## src/rtl/arith_pkg.sv

```systemverilog
// arith_pkg: shared FSM state encoding and default width for the arithmetic datapath
package arith_pkg;
  localparam int N_DEF = 8;
  typedef enum logic [1:0] {
    IDLE = 2'd0,
    CALC = 2'd1,
    DONE = 2'd2
  } state_t;
endpackage

```

## src/rtl/count_div_step.sv

```systemverilog
// count_div_step: one restoring iteration, shift left then trial-subtract the divisor
module count_div_step
  import arith_pkg::*;
#(
  parameter int N = N_DEF
) (
  input  logic [2*N:0] acc,
  input  logic [N-1:0] dv,
  output logic [2*N:0] nxt
);
  logic [N+1:0] t;
  // the shifted-out MSB joins the trial subtraction so no carry is dropped
  assign t = acc[2*N:N-1] - {2'b0, dv};
  assign nxt = t[N+1] ? {acc[2*N-1:0], 1'b0} : {t[N:0], acc[N-2:0], 1'b1};
endmodule

```

## src/rtl/count_div.sv

```systemverilog
// count_div: sequential restoring divider, 2N/N bits, st/done handshake; COUNT_DIV_SIGNED_EN enables two's complement operands
module count_div
  import arith_pkg::*;
#(
  parameter int N = N_DEF
) (
  input  logic           clk,
  input  logic           rst_n,
  input  logic           st,
  input  logic [2*N-1:0] a,
  input  logic [N-1:0]   b,
  output logic [N-1:0]   quotient,
  output logic [N-1:0]   remainder,
  output logic           ovf,
  output logic           done,
  output logic           busy
);
  localparam int CW = $clog2(N);
  state_t state, nxt;
  logic [CW-1:0] cnt;
  logic [2*N:0] acc, acc_nx;
  logic [N-1:0] dv;
  logic [2*N-1:0] ua;
  logic [N-1:0] ub, qo, ro;
  logic early, last, oo;
`ifdef COUNT_DIV_SIGNED_EN
  localparam logic [N-1:0] LIM = {1'b1, {(N-1){1'b0}}};
  logic sq, sr;
  logic [N-1:0] qm, rm;
  logic big;
  assign ua = a[2*N-1] ? -a : a;
  assign ub = b[N-1] ? -b : b;
  assign qm = acc_nx[N-1:0];
  assign rm = acc_nx[2*N-1:N];
  assign big = sq ? (qm > LIM) : (qm >= LIM);
  assign qo = big ? '1 : (sq ? -qm : qm);
  assign ro = big ? '0 : (sr ? -rm : rm);
  assign oo = big;
  // operand signs captured at accept, applied on the final write
  always_ff @(posedge clk or negedge rst_n)
    if (!rst_n) begin
      sq <= 1'b0;
      sr <= 1'b0;
    end else if (state == IDLE && st) begin
      sq <= a[2*N-1] ^ b[N-1];
      sr <= a[2*N-1];
    end
`else
  assign ua = a;
  assign ub = b;
  assign qo = acc_nx[N-1:0];
  assign ro = acc_nx[2*N-1:N];
  assign oo = 1'b0;
`endif
  assign early = (ub == '0) || (ua[2*N-1:N] >= ub);
  assign last = (cnt == CW'(N-1));
  assign done = (state == DONE);
  assign busy = (state != IDLE);
  count_div_step #(.N(N)) u_step (
    .acc(acc),
    .dv (dv),
    .nxt(acc_nx)
  );
  // state register
  always_ff @(posedge clk or negedge rst_n)
    if (!rst_n) state <= IDLE;
    else state <= nxt;
  // next state: overflow skips straight to DONE, DONE always returns to IDLE
  always_comb begin
    nxt = (state == IDLE) ? (st ? (early ? DONE : CALC) : IDLE) :
          (state == CALC) ? (last ? DONE : CALC) : IDLE;
  end
  // datapath: capture on accept, one quotient bit per CALC edge, results written on DONE entry
  always_ff @(posedge clk or negedge rst_n)
    if (!rst_n) begin
      cnt       <= '0;
      acc       <= '0;
      dv        <= '0;
      quotient  <= '0;
      remainder <= '0;
      ovf       <= 1'b0;
    end else begin
      case (state)
        IDLE:
          if (st) begin
            if (early) begin
              quotient  <= '1;
              remainder <= '0;
              ovf       <= 1'b1;
            end else begin
              acc <= {1'b0, ua};
              dv  <= ub;
              cnt <= '0;
            end
          end
        CALC: begin
          acc <= acc_nx;
          cnt <= cnt + 1'b1;
          if (last) begin
            quotient  <= qo;
            remainder <= ro;
            ovf       <= oo;
          end
        end
        default: ;
      endcase
    end
endmodule

```

## config.mk

```make
export PLATFORM = sky130hd
export DESIGN_NAME = count_div
export DESIGN_NICKNAME = d
export VERILOG_FILES = /design/src/rtl/arith_pkg.sv /design/src/rtl/count_div_step.sv /design/src/rtl/count_div.sv
export SDC_FILE = /design/constraint.sdc
export NUM_CORES = 1
export LEC_CHECK = 0
export ABC_AREA = 1
export BUFFER_PORTS_ARGS = -buffer_cell sky130_fd_sc_hd__buf_2
export CORE_UTILIZATION = 60
export CTS_BUF_LIST = sky130_fd_sc_hd__clkbuf_4 sky130_fd_sc_hd__clkbuf_8 sky130_fd_sc_hd__clkbuf_16
export CTS_CLUSTER_DIAMETER = 100
export DETAILED_ROUTE_END_ITERATION = 16
export PLACE_DENSITY = 0.95
export SYNTH_ARGS = -nofsm -noshare
export SYNTH_HDL_FRONTEND = slang
export SYNTH_SLANG_ARGS = --single-unit
```

## constraint.sdc

```tcl
create_clock -name clk -period 3.5 [get_ports clk]
set_input_delay 0.35 -clock clk [delete_from_list [all_inputs] [get_ports clk]]
set_output_delay 0.35 -clock clk [all_outputs]
set_load 0.05 [all_outputs]
```

# [Word level (Yosys, flattened, before mapping)]
# Index checks and enable logic that the tools add are counted.
[word_totals] register_bits=47 input_bits=27 out_inout_bits=19 word_cells=50
[classes] add_sub_neg=2 magnitude_cmp=1 eq_ne=7 n_mux=24 bitwise=1 reduce_logical=8
[ops] cell="$mux W17" count=3
[ops] cell="$mux W8" count=6
[ops] cell="$pmux W17 S2" count=1
[ops] cell="$pmux W8 S2" count=2
[ops] cell="$mux W2" count=5
[ops] cell="$sub A10 B8 Y10" count=1
[ops] cell="$ge A8 B8 Y1" count=1
[ops] cell="$logic_not A8 Y1" count=1
[ops] cell="$ne A2 B2 Y1 const B" count=4
[ops] cell="$mux W3" count=2
[ops] cell="$pmux W3 S2" count=1
[ops] cell="$reduce_and A3 Y1" count=2
[ops] cell="$reduce_and A4 Y1" count=1
[ops] cell="$reduce_bool A2 Y1" count=2
[ops] cell="$add A3 B1 Y3 const B" count=1
[ops] cell="$eq A3 B3 Y1 const B" count=1
[ops] cell="$mux W1" count=3
[ops] cell="$eq A2 B1 Y1 const B" count=1
[ops] cell="$eq A2 B2 Y1 const B" count=1
[ops] cell="$logic_not A2 Y1" count=1
[ops] cell="$pmux W1 S2" count=1
[ops] cell="$logic_or A1 B1 Y1" count=1
[ops] cell="$not A1 Y1" count=1

# [Longest topological paths before layout]
# Gate-level depths: netlist (run 1).
[depth] ltp_word=5 mapped_depth=15 depth_no_buf=14

# [Modules after synthesis]
# Synthesis (run 1) repeated with hierarchy kept, for this count alone.
[unflattened] cells_unflattened=442 area_unflattened_um2=3135.5
[by_module_without_submodules] mod="count_div" instances=1 cells_each=303 area_per_inst_um2=2378.5 seq_area_each_um2=1176.1
[by_module_without_submodules] mod="count_div_step" instances=1 cells_each=139 area_per_inst_um2=757.0 seq_area_each_um2=0.0

# [Worst setup path after synthesis (run 1)]
# No wires, ideal clock.
[synth_path] path_kind="register to register" from="register acc[11]" to="register acc[8]" setup_time_ps=118 t_arrival_ps=1655 required_ps=3382 setup_slack_ps=1727 stages_incl_launch_ff=13 path_buffers=1 synth_period_minus_slack_ps=1773 cell_sequence="dfrtp_1 ha_1 a21oi_2 nand2_1 nand2_1 nand3_2 nand2_2 nand2_2 buf_6 nand3_2 nand2_2 nor2_1 nor2_2"
[synth_between] elab_chain_len=3
[synth_lines] element="from (decl)" line="count_div.sv:21" rtl="logic [2*N:0] acc, acc_nx;"
[synth_lines] element="from (signal assigned)" line="count_div.sv:91" rtl="acc <= {1'b0, ua};"
[synth_lines] element="from (signal assigned)" line="count_div.sv:97" rtl="acc <= acc_nx;"
[synth_lines] element="$sub A10 B8 Y10" line="count_div_step.sv:13" rtl="assign t = acc[2*N:N-1] - {2'b0, dv};"
[synth_lines] element="$mux W17" line="count_div_step.sv:14" rtl="assign nxt = t[N+1] ? {acc[2*N-1:0], 1'b0} : {t[N:0], acc[N-2:0], 1'b1};"
[synth_lines] element="$pmux W17 S2" line="count_div.sv:83" rtl="case (state)"
# Every way passes these cells.
# A chain may end at the register's enable or synchronous reset.

# [Worst setup path in the final report (run 1)]
[layout_path] from="register acc[10]" to="register acc[13]"
# Same word-level chain as after synthesis.

==> impl_metrics.tcl, run 1 <==
set metrics [dict create \
    run_status "finished clean" \
    yosysSeqAreaShare_pct 39.8 \
    syn-num-nets 434 \
    floorplan.die.width_microns 72.2 \
    slew_viols_final 0 \
    fin_setup_tns_ns 0 \
    worst_skew_pair.late_latency_ns 0.31 \
    min_path_type "input pin to async pin" \
    boundaryPins 46 \
    worst_setup_path_endpoint "acc[13]" \
    place_congestion 0.872 \
    core_sq_um 4720 \
    cellLeakagePower_nw 1.81 \
    ir_worst_vdd_v 0.000607 \
    period_share_pct 58.8 \
    timing.rr.end "acc[13]" \
    timing.fmax_mhz 486 \
    finalPower_mw 3.64 \
    yosys_register_bits 47 \
    setup_violations 0 \
    floorplan.initialDensity_pct 62.6 \
    final.fill_count 378 \
    final_cell_mix "122 x sky130_fd_sc_hd__nand2_1, 47 x sky130_fd_sc_hd__dfrtp_1, 45 x sky130_fd_sc_hd__buf_2" \
    area_occupied_by_registers_sq_um 1180 \
    cts_htree_levels 2 \
    fp-row-count 25 \
    reg2regPathDepth 13 \
    syn_area_per_cell_sq_um 7.62 \
    reg2reg_setup_slack_ns 1.44 \
    clkSinkCount 47 \
    tightestPinTransition_ns 1.01 \
    first_global_vias 2532 \
    pin_count_of_the_biggest_net_entering_global_routing 48 \
    cp_max_fo 11 \
    numPortBuffers 45 \
    cts_made_buffers 5 \
    count_of_flip_flops_with_a_built_in_enable_after_synthesis 0 \
    die-area_sq_um 5210 \
    mostFrequentLayoutCell "sky130_fd_sc_hd__nand2_1" \
    ctsRootBufferMaster "sky130_fd_sc_hd__clkbuf_8" \
    yosysWarnings 0 \
    crit_required_ns 3.71 \
    path_class "register to register" \
    mappedNetlistArea_sq_um 2960 \
    diodes 0 \
    antenna_found_initial 0 \
    cts_resized 0 \
    number_of_drc_violations_after_detailed_routing_iteration_0 233 \
    post_dp_cell_area_sq_um 3200 \
    layout-drive-gt1-share_pct 22.7 \
    dr_total_vias 2662 \
    layout-area-overhead-vs-synth_pct 11.3 \
    tritoncts "yes" \
    synth_top_flop_cell "sky130_fd_sc_hd__dfrtp_1" \
    power_per_cell_area_nw_per_um2 1110 \
    finalWorstPathRequiredPeriod_ns 2.06 \
    synth_cell_type_count 29 \
    async_set_or_reset_register_ratio_after_synthesis_pct 100 \
    regToRegStartpoint "acc[10]" \
    grt_pass1_wl_mm 11.2 \
    postSynthCellCount 388 \
    drt-total-wl_mm 6.61 \
    detail-route-antenna-nets 0 \
    clk_transition_reported_paths_ns 0.10 \
    die-height_microns 72.2 \
    cts_hold_buffers 0 \
    setup_repair_after_global_routing_missed_its_margin "no" \
    remaining_drc_errors 0 \
    gr-total-overflow 0 \
    design_area_sq_um 3290 \
    grtUsageTotal_pct 27.9 \
    dr.pass1.iters 4 \
    multi_input_area_sq_um 1540 \
    timing.slew.headroom_pct 32.5 \
    postCtsSetupBuffers 0 \
    maxCapViolations 0 \
    worstSetupEndpointType "register" \
    fin_worst_skew_ns 0.0101 \
    crit_path_start_kind "register" \
    wl_per_cell_microns 13.3 \
    num-nets-final 476 \
    critical_path_arrival_ns 2.27 \
    timing_hold_violations_final 0 \
    timing.hold.ws_ns 0.199 \
    clk_path_buf_depth 2 \
    startpoint "acc[10]" \
    vias_cell 5.35 \
    dpl.hpwl_mm 4.88 \
]
## critical path: stages, from the launching register on
cell,delay (ns)
sky130_fd_sc_hd__dfrtp_1,0.44
sky130_fd_sc_hd__ha_1,0.39
sky130_fd_sc_hd__nand2_2,0.11
sky130_fd_sc_hd__inv_1,0.05
sky130_fd_sc_hd__nand2_1,0.07
sky130_fd_sc_hd__nand2_1,0.05
sky130_fd_sc_hd__nand2_1,0.12
sky130_fd_sc_hd__nand3_2,0.10
sky130_fd_sc_hd__nand2_2,0.07
sky130_fd_sc_hd__nand2_2,0.19
sky130_fd_sc_hd__nand3_2,0.14
sky130_fd_sc_hd__nand2_2,0.06
sky130_fd_sc_hd__nor2_1,0.12
sky130_fd_sc_hd__nor2_2,0.04
## cell usage after synthesis, types with 4 or more instances
library cell | instances | area, sq um
sky130_fd_sc_hd__inv_1 | 39 | 146
sky130_fd_sc_hd__nand3_2 | 9 | 90.1
sky130_fd_sc_hd__o21ai_0 | 17 | 85.1
sky130_fd_sc_hd__nand3_1 | 25 | 125
sky130_fd_sc_hd__o21ai_1 | 17 | 85.1
sky130_fd_sc_hd__nand2_1 | 122 | 458
sky130_fd_sc_hd__nor2_1 | 28 | 105
sky130_fd_sc_hd__dfrtp_1 | 47 | 1180
sky130_fd_sc_hd__a21oi_1 | 5 | 25.0
sky130_fd_sc_hd__nand2_2 | 13 | 81.3
sky130_fd_sc_hd__nor2_2 | 10 | 62.6
sky130_fd_sc_hd__nand4_1 | 5 | 31.3
sky130_fd_sc_hd__inv_2 | 4 | 15.0
sky130_fd_sc_hd__ha_1 | 18 | 225
## sequential cells by signal, indices dropped and copies added, names as in the netlist
name / cells
acc: 17
dv: 8
quotient: 8
remainder: 8
cnt: 3
state: 2
ovf: 1
## worst min path at each step
stage / start / to / slack, ns
after floorplan: rst_n / acc[0] / 0.05
after global placement: quotient[6] / quotient[6] / 0.45
after detailed placement: quotient[4] / quotient[4] / 0.46
after CTS: rst_n / quotient[7] / 0.24
after global routing: rst_n / quotient[6] / 0.29
final: rst_n / cnt[1] / 0.20
## cell type report
| type | count | area share [%] |
|---|---|---|
| timing repair buffer | 46 | 7.07 |
| clock buffer | 5 | 2.09 |
| clock inverter | 3 | 0.684 |
| tap | 67 | 2.55 |
| sequential | 47 | 35.7 |
| inverter | 44 | 5.10 |
| multi-input combinational | 286 | 46.8 |
## kinds of logic after synthesis
kind of cell	Yosys count	share of synthesized area, %
compound gates	44	8.00
xor+xnor	3	0.888
fa+ha+maj	19	8.29
buf+inv	55	8.21
flops	47	39.8
simple gates	220	34.9
## through the flow
stage / setup WS [ns] / cells / utilization (%)
global route: 1.26 / 498 / 69.7
finish: 1.44 / 498 / 69.7
floorplan: 1.73 / 388 / -
CTS: 1.46 / 498 / 69.7
global placement: 1.49 / 490 / 67.7
detailed placement: 1.44 / 490 / 67.7
## power breakdown
group / switching [mW] / internal (mW) / total, mW
Sequential: 0.185 / 0.802 / 0.987
Combinational: 1.61 / 0.708 / 2.32
Clock: 0.197 / 0.145 / 0.342
Total: 1.99 / 1.66 / 3.64
## layer usage
layer,part of all wire (%),vias up,GRT usage [%],wire length (microns)
met2,48,89,46.7,3160
met1,44,1237,36.5,2930
li1,-,1314,-,-
met3,4.6,22,3.89,301
met5,0,-,0,0
met4,3.5,0,11.8,230
Power figures use the tool's default switching activity.
==> run 2, diff against run 1 <==
--- a/config.mk
+++ b/config.mk
@@ -7,11 +7,11 @@
 export LEC_CHECK = 0
 export ABC_AREA = 1
 export BUFFER_PORTS_ARGS = -buffer_cell sky130_fd_sc_hd__buf_2
-export CORE_UTILIZATION = 60
+export CORE_UTILIZATION = 51
 export CTS_BUF_LIST = sky130_fd_sc_hd__clkbuf_4 sky130_fd_sc_hd__clkbuf_8 sky130_fd_sc_hd__clkbuf_16
 export CTS_CLUSTER_DIAMETER = 100
 export DETAILED_ROUTE_END_ITERATION = 16
-export PLACE_DENSITY = 0.95
+export PLACE_DENSITY = 0.87
 export SYNTH_ARGS = -nofsm -noshare
 export SYNTH_HDL_FRONTEND = slang
 export SYNTH_SLANG_ARGS = --single-unit
==> constraint.sdc (replaced) <==
create_clock -name clk -period 1.72 [get_ports clk]
set_input_delay 0.172 -clock clk [delete_from_list [all_inputs] [get_ports clk]]
set_output_delay 0.172 -clock clk [all_outputs]
set_load 0.05 [all_outputs]
==> run 2 against run 1 <==
Compared with the run above:
- the run now ends with setup timing left
- final area increased by 21%
- via count up 16%
- register-to-register slack lost 1.6 ns
- critical path depth decreased by 2
- sequential cell count unchanged
- clock skew fell by 0.0034 ns
- core utilization rose by 2.3 points
- clock-buffer cell count unchanged
- setup slack worse by 1.6 ns
- non-clock buffer count increased by 47
- die area is 17% higher
- first-iteration DRC count rose by 21%
==> impl_metrics.tcl, run 2 (same netlist as run 1, synthesis figures left out) <==
set metrics [dict create \
    ctsRootBufferMaster "sky130_fd_sc_hd__clkbuf_8" \
    crit_path_start_kind "register" \
    layout-area-overhead-vs-synth_pct 34.8 \
    worst_skew_pair.late_latency_ns 0.30 \
    violations_in_the_final_reports "setup timing" \
    timing.fmax_mhz 519 \
    final_util_pct 72.0 \
    mostFrequentLayoutCell "sky130_fd_sc_hd__nand2_1" \
    period_share_pct 112 \
    drt-total-wl_mm 8.99 \
    die-area_sq_um 6110 \
    fin_setup_tns_ns -2.95 \
    floorplan.initialDensity_pct 53.4 \
    timing_hold_violations_final 0 \
    dr_total_vias 3082 \
    detail-route-antenna-nets 0 \
    post-route-worst-setup-slack_ns -0.207 \
    worst_setup_path_endpoint "acc[12]" \
    regToRegStartpoint "acc[11]" \
    maxCapViolations 0 \
    setup_repair_after_global_routing_missed_its_margin "yes" \
    critical_path.cell_chain "ha_4, nand2_4, nor2_4, nand3_2, nand4_1, buf_6, nand2_8, nand3_1, nand2_2, nor2_2, nor2_2" \
    vias_cell 5.59 \
    critical_path_arrival_ns 2.13 \
    reg2reg_setup_slack_ns -0.21 \
    grtUsageTotal_pct 29.5 \
    clk_path_buf_depth 2 \
    run_status "complete, but fails checks" \
    gr-total-overflow 0 \
    finalWorstPathRequiredPeriod_ns 1.93 \
    antenna_found_initial 0 \
    path_class "register to register" \
    layout-drive-gt1-share_pct 40.1 \
    setup_violations 19 \
    fp-row-count 27 \
    numPortBuffers 45 \
    floorplan.die.width_microns 78.2 \
    fin_worst_skew_ns 0.00671 \
    cts_htree_levels 2 \
    cp_max_fo 5 \
    design_area_sq_um 3990 \
    diodes 0 \
    crit_slowest_cell "sky130_fd_sc_hd__dfrtp_1" \
    max_flop_register "acc" \
    pin_count_of_the_biggest_net_entering_global_routing 48 \
    place_congestion 0.864 \
    number_of_drc_violations_after_detailed_routing_iteration_0 282 \
    startpoint "acc[11]" \
    crit_required_ns 1.92 \
    tritoncts "yes" \
    min_path_type "input pin to register" \
    dr.pass1.iters 6 \
    core_sq_um 5540 \
    num-nets-final 525 \
    clkSinkCount 47 \
    final_cell_mix "106 x sky130_fd_sc_hd__nand2_1, 47 x sky130_fd_sc_hd__dfrtp_1, 45 x sky130_fd_sc_hd__buf_2, 45 x sky130_fd_sc_hd__buf_4, 33 x sky130_fd_sc_hd__inv_1" \
    cts_made_buffers 5 \
    min_path_cells 3 \
    post_dp_cell_area_sq_um 3550 \
    dpl.hpwl_mm 5.74 \
    timing.slew.headroom_pct 58.6 \
    die-height_microns 78.2 \
    boundaryPins 46 \
    tightestPinTransition_ns 0.621 \
    slowest_delay_ns 0.42 \
    wl_per_cell_microns 16.3 \
    reg2regPathDepth 11 \
    worstSetupEndpointType "register" \
    first_global_vias 3073 \
    crit_path_frequent_cell "sky130_fd_sc_hd__nor2_2" \
    timing.rr.end "acc[12]" \
    largest_register_ffs 17 \
    grt_pass1_wl_mm 13.8 \
    slew_viols_final 0 \
    clk_transition_reported_paths_ns 0.09 \
    remaining_drc_errors 0 \
]
-- run 2: cell count changes in the layout (fill, tap and decap cells not counted), sizes merged --
cell,delta
buf,+46
bufinv,+1
clkinv,-1
clkinvlp,+1
dlygate4sd3,+1
inv,-2
nand2,+2
-- run 2: worst max-delay path, delay by kind of cell (launching register included) --
kind | cells | cell delay [ns]
DFF | 1 | 0.42
and+or+nand+nor | 9 | 0.91
adders and majority gates | 1 | 0.33
buffers and inverters | 1 | 0.14
-- run 2: timing repair --
item,CTS,global route
gates resized for setup,38,22
hold buffers,1,0
setup buffers,6,3
gates cloned,1,1
endpoints found under the hold margin,47,0
pin swaps,18,24
setup endpoints to repair,19,19
-- run 2: worst min-delay path by stage --
stage                     startpoint     end
final                           b[2]   dv[2]
after global routing            b[2]   dv[2]
after CTS                       b[2]   dv[2]
after detailed placement       rst_n   dv[1]
after global placement         rst_n   dv[2]
after floorplan                rst_n  acc[0]
-- run 2: metrics by stage --
stage	setup slack (ns)	std cells	hold WS [ns]
after global placement	-0.101	532	0.299
after CTS	-0.0623	547	0.133
after detailed placement	-0.163	532	0.301
after global routing	-0.310	551	0.145
after floorplan	0.0124	388	-0.124
final	-0.207	551	0.130
-- run 2: cell type report --
| class | instances | area (sq um) |
|---|---|---|
| multi-input combinational | 288 | 1840 |
| fill | 392 | 1550 |
| sequential | 47 | 1180 |
| timing repair buffer | 93 | 604 |
| inverter | 44 | 170 |
| tap | 72 | 90.1 |
| clock buffer | 5 | 68.8 |
| clock inverter | 2 | 37.5 |
-- run 2: per-layer routing --
| layer | vias to the layer above | part of all wire, % | GRT usage, % |
|---|---|---|---|
| met5 | - | 0 | 0 |
| met4 | 0 | 4.1 | 14.4 |
| met3 | 39 | 6.4 | 5.93 |
| met2 | 164 | 51 | 53.1 |
| met1 | 1462 | 38 | 33.1 |
| li1 | 1417 | - | - |
Power of run 2 is not shown: default switching activity piles up to over one toggle a cycle in this logic, so the estimate is an artifact.
==> run 3, diff against run 2 <==
==> constraint.sdc (replaced) <==
create_clock -name clk -period 1.72 [get_ports clk]
set_input_delay 0.258 -clock clk [delete_from_list [all_inputs] [get_ports clk]]
set_output_delay 0.258 -clock clk [all_outputs]
set_load 0.05 [all_outputs]
==> run 3 against run 2 <==
Compared with the run above:
- the run still ends with setup timing left
- setup slack got worse by 0.0018 ns
- final area rose by 1.2%
- fmax barely moved
- wire length fell by 0.90%
- sequential cell count did not move
- final cell count rose by 2.9%
- critical path depth fell by 1
- worst hold slack got worse by 0.11 ns
- core utilization rose by 0.86 points
- sequential share of layout area fell by 0.35 points
- first-iteration DRC count fell by 25%
- clock-buffer cell count rose by 1
- largest cell class unchanged
==> impl_metrics.tcl, run 3 (same netlist as run 1, synthesis figures left out) <==
set metrics [dict create \
    layout-drive-gt1-share_pct 41.8 \
    layout.cells.non_filler 567 \
    maxCapViolations 0 \
    run_status "complete, but fails checks" \
    die-area_sq_um 6110 \
    worstSetupEndpointType "register" \
    numPortBuffers 45 \
    clk_transition_reported_paths_ns 0.09 \
    boundaryPins 46 \
    timing.hold.ws_ns 0.0161 \
    core_sq_um 5540 \
    remaining_drc_errors 0 \
    tritoncts "yes" \
    dr.pass1.iters 5 \
    gr-usage-met1_pct 35.1 \
    layout-area-overhead-vs-synth_pct 36.4 \
    drt-total-wl_mm 8.91 \
    setup_repair_after_global_routing_missed_its_margin "yes" \
    timing.fmax_mhz 518 \
    worst_skew_pair.late_latency_ns 0.32 \
    slew_viols_final 0 \
    cts_htree_levels 2 \
    dpl.hpwl_mm 5.57 \
    tightestPinTransition_ns 0.610 \
    first_global_vias 3002 \
    final_util_pct 72.8 \
    floorplan.initialDensity_pct 53.4 \
    reg2regPathDepth 10 \
    path_class "register to register" \
    clk_path_buf_depth 2 \
    cp_max_fo 6 \
    period_share_pct 112 \
    critical_path_arrival_ns 2.13 \
    fin_setup_tns_ns -2.61 \
    timing.slew.headroom_pct 59.3 \
    place.detailed.instances 547 \
    dr_total_vias 3129 \
    number_of_drc_violations_after_detailed_routing_iteration_0 212 \
    mostFrequentLayoutCell "sky130_fd_sc_hd__nand2_1" \
    grt_pass1_wl_mm 13.7 \
    num-nets-final 540 \
    gr-total-overflow 0 \
    setup_violations 18 \
    timing_hold_violations_final 0 \
    final_cell_mix "105 x sky130_fd_sc_hd__nand2_1, 64 x sky130_fd_sc_hd__buf_4, 47 x sky130_fd_sc_hd__dfrtp_1" \
    gr-usage-met2_pct 49.2 \
    finalWorstPathRequiredPeriod_ns 1.93 \
    detail-route-antenna-nets 0 \
    die-height_microns 78.2 \
    vias_cell 5.52 \
    global_route.usage.met3_pct 5.81 \
    largest_register_ffs 17 \
    pin_count_of_the_biggest_net_entering_global_routing 48 \
    post-route-worst-setup-slack_ns -0.209 \
    place_congestion 0.857 \
    final.fill_count 370 \
    floorplan.die.width_microns 78.2 \
    fp-row-count 27 \
    gr-max-usage-layer "met2" \
    crit_path_start_kind "register" \
    min_path_type "input pin to async pin" \
    cts_made_buffers 5 \
    clkSinkCount 47 \
    fin_worst_skew_ns 0.0101 \
    ctsRootBufferMaster "sky130_fd_sc_hd__clkbuf_8" \
    wl_per_cell_microns 15.7 \
    cts_hold_buffers 0 \
    crit_required_ns 1.92 \
    max_flop_register "acc" \
    grtUsageTotal_pct 28.9 \
    antenna_found_initial 0 \
    violations_in_the_final_reports "setup timing" \
    diodes 0 \
]
==> run 3: changes by cell type in the layout (fill, tap and decap cells not counted), moves of 2 or more <==
cell,before,now
sky130_fd_sc_hd__buf_4,45,64
sky130_fd_sc_hd__nand3_2,11,13
sky130_fd_sc_hd__o21ai_1,16,18
sky130_fd_sc_hd__nand2_2,24,26
sky130_fd_sc_hd__nor2_2,16,18
sky130_fd_sc_hd__nor2_4,3,1
==> run 3: metal layers <==
metal,vias to the layer above,wire length [microns]
met5,-,0
met4,0,340
met3,33,609
met2,162,4370
met1,1493,3590
li1,1441,-
==> run 3: worst paths after layout <==
kind	slack, ns	end	startpoint
max	-0.21	remainder[2]	acc[9]
min	0.02	acc[11]	rst_n
max reg2reg	-0.21	remainder[2]	acc[9]
min reg2reg	0.48	quotient[4]	quotient[4]
max in group asynchronous	1.28	remainder[2]	rst_n
min in group clk	0.24	dv[0]	st
==> run 3: final cells by class <==
| type | count | area (sq um) | area share [%] |
|---|---|---|---|
| clock buffer | 6 | 82.6 | 2.05 |
| timing repair buffer | 109 | 706 | 17.5 |
| multi-input combinational | 287 | 1770 | 44.0 |
| tap | 72 | 90.1 | 2.23 |
| sequential | 47 | 1180 | 29.2 |
| clock inverter | 2 | 38.8 | 0.962 |
| inverter | 44 | 168 | 4.16 |
==> run 3: stage by stage <==
stage	cell area, sq um	setup slack [ns]
2_1_floorplan	3010	0.0124
3_5_place_dp	3650	-0.178
3_3_place_gp	3650	-0.123
4_1_cts	3900	-0.0913
6_report	4030	-0.209
5_1_grt	4030	-0.245
==> run 3: timing repair <==
| action | 4_1_cts | 5_1_grt |
|---|---|---|
| cloned | 1 | 0 |
| buffers inserted | 5 | 6 |
| pin swaps | 10 | 23 |
| setup endpoints to repair | 19 | 19 |
| gates resized for setup | 27 | 23 |
==> run 3: critical path, stage by stage (launching register included) <==
cell and delay [ns]:
sky130_fd_sc_hd__dfrtp_1 0.43, sky130_fd_sc_hd__ha_4 0.32, sky130_fd_sc_hd__nand2_2 0.08, sky130_fd_sc_hd__nor2_2 0.15, sky130_fd_sc_hd__nand3_2 0.12, sky130_fd_sc_hd__nand4_1 0.21, sky130_fd_sc_hd__nand2_4 0.13, sky130_fd_sc_hd__nand3_2 0.10
sky130_fd_sc_hd__nand2_2 0.09, sky130_fd_sc_hd__nand2_2 0.11, sky130_fd_sc_hd__nand2_2 0.07
Power of run 3 is left out for the same reason.
